[config.mk]
export PLATFORM = sky130hd
export DESIGN_NAME = gshare_pht
export DESIGN_NICKNAME = d
export VERILOG_FILES = /design/src/rtl/gshare_pht.sv
export SDC_FILE = /design/constraint.sdc
export NUM_CORES = 1
export LEC_CHECK = 0
export BUFFER_PORTS_ARGS = -buffer_cell sky130_fd_sc_hd__buf_4
export CAP_MARGIN = 20
export CORE_UTILIZATION = 35
export CTS_CLUSTER_SIZE = 25
export DETAILED_ROUTE_END_ITERATION = 10
export PLACE_DENSITY_LB_ADDON = 0.2
export SLEW_MARGIN = 20
export SYNTH_ARGS = -nofsm -noshare
export SYNTH_HDL_FRONTEND = slang
export SYNTH_SLANG_ARGS = --single-unit
[constraint.sdc]
create_clock -name clk -period 3.05 [get_ports clk]
set_input_delay 0.1525 -clock clk [delete_from_list [all_inputs] [get_ports clk]]
set_output_delay 0.1525 -clock clk [all_outputs]
set_load 0.005 [all_outputs]
[src/rtl/gshare_pht.sv]
// gshare pattern history table: 2-bit counters indexed by pc ^ gbhr, with an
// in-order in-flight queue so resolves update the entry that made the prediction.
module gshare_pht #(
    parameter int W_PHT   = 4,
    parameter int W_PC    = 8,
    parameter int DEPTH_Q = 4
) (
    input  logic             clk,
    input  logic             rst,
    input  logic             EN,
    input  logic             predict,
    input  logic [W_PC-1:0]  pc,
    input  logic [W_PHT-1:0] gbhr,
    input  logic             resolve,
    input  logic             actual_taken,
    output logic             pred_valid,
    output logic             pred_taken,
    output logic             mispredict,
    output logic             resolve_err,
    output logic             q_full,
    output logic             q_empty
);
    localparam int N_ENT = 1 << W_PHT;
    localparam int W_Q   = $clog2(DEPTH_Q);
    localparam logic [W_Q:0] Q_FULL = (W_Q+1)'(DEPTH_Q);

    typedef struct packed {
        logic [W_PHT-1:0] idx;
        logic             pred;
    } q_ent_t;

    logic [1:0]   cnt_q [N_ENT];
    logic [1:0]   cnt_d [N_ENT];
    q_ent_t       q_q   [DEPTH_Q];
    q_ent_t       q_d   [DEPTH_Q];
    logic [W_Q-1:0] wptr_q, wptr_d, rptr_q, rptr_d;
    logic [W_Q:0]   count_q, count_d;
    logic pred_valid_q, pred_valid_d, pred_taken_q, pred_taken_d;
    logic mispredict_q, mispredict_d, resolve_err_q, resolve_err_d;

    logic [W_PHT-1:0] idx;
    logic             push, pop;
    q_ent_t           head;

    assign q_full  = (count_q == Q_FULL);
    assign q_empty = (count_q == '0);

    always_comb begin
        idx  = pc[W_PHT-1:0] ^ gbhr;
        push = EN & predict & ~q_full;
        pop  = EN & resolve & ~q_empty;
        head = q_q[rptr_q];

        cnt_d   = cnt_q;
        q_d     = q_q;
        wptr_d  = wptr_q;
        rptr_d  = rptr_q;
        count_d = count_q;

        pred_valid_d  = push;
        // Reads pre-update counters even when a resolve hits the same index.
        pred_taken_d  = push ? cnt_q[idx][1] : pred_taken_q;
        mispredict_d  = pop & (head.pred != actual_taken);
        resolve_err_d = EN & resolve & q_empty;

        if (push) begin
            q_d[wptr_q] = '{idx: idx, pred: cnt_q[idx][1]};
            wptr_d      = wptr_q + 1'b1;
        end
        if (pop) begin
            rptr_d = rptr_q + 1'b1;
            if (actual_taken && cnt_q[head.idx] != 2'b11)
                cnt_d[head.idx] = cnt_q[head.idx] + 2'b01;
            else if (!actual_taken && cnt_q[head.idx] != 2'b00)
                cnt_d[head.idx] = cnt_q[head.idx] - 2'b01;
        end
        case ({push, pop})
            2'b10:   count_d = count_q + 1'b1;
            2'b01:   count_d = count_q - 1'b1;
            default: count_d = count_q;
        endcase
    end

    always_ff @(posedge clk or posedge rst) begin
        if (rst) begin
            for (int i = 0; i < N_ENT; i++) cnt_q[i] <= 2'b01;
            for (int i = 0; i < DEPTH_Q; i++) q_q[i] <= '0;
            wptr_q        <= '0;
            rptr_q        <= '0;
            count_q       <= '0;
            pred_valid_q  <= 1'b0;
            pred_taken_q  <= 1'b0;
            mispredict_q  <= 1'b0;
            resolve_err_q <= 1'b0;
        end else begin
            cnt_q         <= cnt_d;
            q_q           <= q_d;
            wptr_q        <= wptr_d;
            rptr_q        <= rptr_d;
            count_q       <= count_d;
            pred_valid_q  <= pred_valid_d;
            pred_taken_q  <= pred_taken_d;
            mispredict_q  <= mispredict_d;
            resolve_err_q <= resolve_err_d;
        end
    end

    assign pred_valid  = pred_valid_q;
    assign pred_taken  = pred_taken_q;
    assign mispredict  = mispredict_q;
    assign resolve_err = resolve_err_q;
endmodule

==> impl_metrics.ini <==
[final_layout]
instances_no_fill = 415
fin_util_pct = 47.42
final_common_cell = buf_4
syn2layout_area_growth_pct = 28.97
final_nets = 328
antennaDiodeCount = 0
fill_cells = 782
drive_gt1_share_pct = 58.31
layout_common_cells = buf_4, dfrtp_1, mux2_2
finalInstanceArea_mm2 = 0.004217

[global_routing]
antenna_found_initial = 0
grt_usage_pct = 15.92
grt-ovfl-total = 0
grt_pass1_wl_mm = 11.65
first_global_vias = 2125
grt_max_degree = 42

[yosys]
ys_ff_latch = 63
syn-cell-area_mm2 = 0.003269
synth.top_cells.by_area = dfrtp_1, mux2_2, dfstp_2
synth_flop_cell = dfrtp_1
synthArstFlopShare_pct = 100.0
yosysWarningCount = 0
synth_top_area_share_pct = 35.97
synth_top_area_cell = dfrtp_1
post_synth.cell_area_avg_um2 = 13.45
synth_cell_types = 34
synth-edff-count = 0
yosysSeqAreaShare_pct = 48.83
synth_nets = 269
syn_inst = 243

[timing]
fin_crit_sh_pct = 112.1
max_slew_margin_pct = 41.20
worst_pin_slew_ns = 0.8808
hold_viol_final = 6
tns_ns = -9.431
whs_ns = -0.001935
setup_viol = 32
max_freq_ghz = 0.2924
maxSlewViolCount = 0
rsz0062_at_grt = true
fin_worst_skew_ns = 0.01242
post-route-min-period_ns = 3.420
setup_ws_ns = -0.3705

[die]
chipWidth_um = 98.65
rows = 34
io_pins = 24
die_h_um = 98.65
core-area_mm2 = 0.008891
die-area_mm2 = 0.009732
start_util_pct = 36.77

[setup_path]
reg2reg_depth = 13
cpMaxStageDelayCell = mux4_2
cp_data_required_time_ns = 3.28
cp.arrival_ns = 3.65
cp_common_cell = mux2_4
crit_fanout = 10
r2r_end = cnt_q[1]
cp_slowest_stage_delay_ns = 0.56
crit_path_end_kind = flop
cp-start-kind = flop
path_buf_inv = 2
crit_family = multiplexers
criticalPathCategory = flop to flop
worstReg2RegStart = rptr_q[0]
crit_path_cell_trace = mux4_2 > buf_8 > mux2i_1 > mux2_4 > nor2_2 > or4_1 > ha_2 > mux2i_2 > buf_4 > and3_4 > nand2_8 > nor2_4 > mux2_4
rrSetupSlack_ns = -0.37

[routing]
wirelength_mm = 7.033
drtPass1Iterations = 6
dr_wl_met3_um = 170
antenna_left = 0
vias = 2080
vias_per_cell = 5.012
drt-met1-wl_mm = 3.599
met2_length_mm = 3.158
drc = 0
drt_iter0_drc = 74
top_layer = met4
wire_per_inst_um = 16.95

[placed_design]
dpl_cell_area_mm2 = 0.003825
place_inst = 394
dp_slack_ns = -0.4666
place.gp.congestion = 0.7531
portBuffers = 19
dp_hpwl_mm = 4.968

[power]
power_frac_clock_pct = 14.6
ir_drop_mv = 0.6211
p_int_mw = 3.449
combPwrFrac_pct = 59.1
switching_share_pct = 38.45
powerDensity_mw_per_mm2 = 1329
p_leak_nw = 1.889
p_total_mw = 5.603
pwr-share-seq_pct = 26.3
p_sw_mw = 2.154

[clock_network]
root_buffer = clkbuf_8
htree_levels = 3
clk_path_buf_depth = 2
numCtsBuffers = 9
hold_buffers = 0
clk_latency_ns = 0.35
clk_pin_slew_ns = 0.07
cts_tree = yes
cts.sinks = 63

[run_status]
violations = hold timing, setup timing
status = finished, violations left

[flow_run]
maxCapViolations = 0

[min_path]
min_path_type = input pin to asynchronous set/reset pin
[repair_timing]
item,4_1_cts,5_1_grt
buffers inserted,3,2
setup endpoints to repair,32,32
gates cloned,0,0
hold endpoints to repair,0,0
gates resized for setup,18,9
pin swaps,3,5
[routing by layer]
layer / vias up / GRT usage, %
li1: 984 / -
met4: 0 / 5.855
met3: 10 / 3.617
met2: 28 / 23.13
met1: 1058 / 23.21
met5: - / 0
[cells in the mapped netlist (all sizes together), types with 2 or more instances]
master / instances
mux2: 58
dfrtp: 47
mux2i: 25
nor2: 17
dfstp: 16
nand2: 13
mux4: 9
inv: 8
xor2: 8
ha: 7
buf: 4
nand2b: 4
xnor2: 4
and3: 3
clkbuf: 2
nor3: 2
nor4: 2
o21ai: 2
or2: 2
[power groups by stage]
stage / Clock, mW / Combinational [mW] / Sequential [mW]
after floorplan: 0 / 1.93 / 1.40
after global placement: 0 / 2.93 / 1.48
after detailed placement: 0 / 2.96 / 1.48
after CTS: 0.839 / 3.18 / 1.47
after global routing: 0.872 / 3.56 / 1.52
final: 0.817 / 3.31 / 1.47
[worst max path at each step]
stage                     cells past startpoint        end  startpoint
after floorplan                              13  cnt_q[11]   rptr_q[0]
after global placement                       13  cnt_q[11]      q_q[1]
after detailed placement                     12       flop   rptr_q[0]
after CTS                                    13   cnt_q[1]   rptr_q[0]
after global routing                         13   cnt_q[1]   rptr_q[0]
final                                        13   cnt_q[1]   rptr_q[0]
[layout make-up]
type | instances | area, um2 | share of cell area [%]
clock buffer | 9 | 123.9 | 2.938
clock inverter | 7 | 97.59 | 2.315
inverter | 8 | 30.03 | 0.7122
multi-input combinational | 166 | 1800 | 42.70
sequential | 63 | 1597 | 37.86
tap | 108 | 135.1 | 3.205
timing repair buffer | 54 | 432.9 | 10.27
[cells by family (layout without fill, tap and decap cells)]
group | Yosys count | count (layout) | share of synthesized area [%]
simple gates | 50 | 50 | 7.655
flops | 63 | 63 | 48.83
buf+inv | 14 | 78 | 2.220
mux | 92 | 92 | 33.95
xor+xnor | 12 | 12 | 3.215
fa+ha+maj | 8 | 8 | 3.291
compound gates | 4 | 4 | 0.8421
[worst register-to-register path: stages (launching register included)]
cell and delay, ns:
dfrtp_1 0.38, mux4_2 0.56, buf_8 0.18, mux2i_1 0.16
mux2_4 0.18, nor2_2 0.03, or4_1 0.52, ha_2 0.20
mux2i_2 0.16, buf_4 0.14, and3_4 0.22, nand2_8 0.09
nor2_4 0.16, mux2_4 0.31
Note: power is estimated with default switching activity, not from simulation.
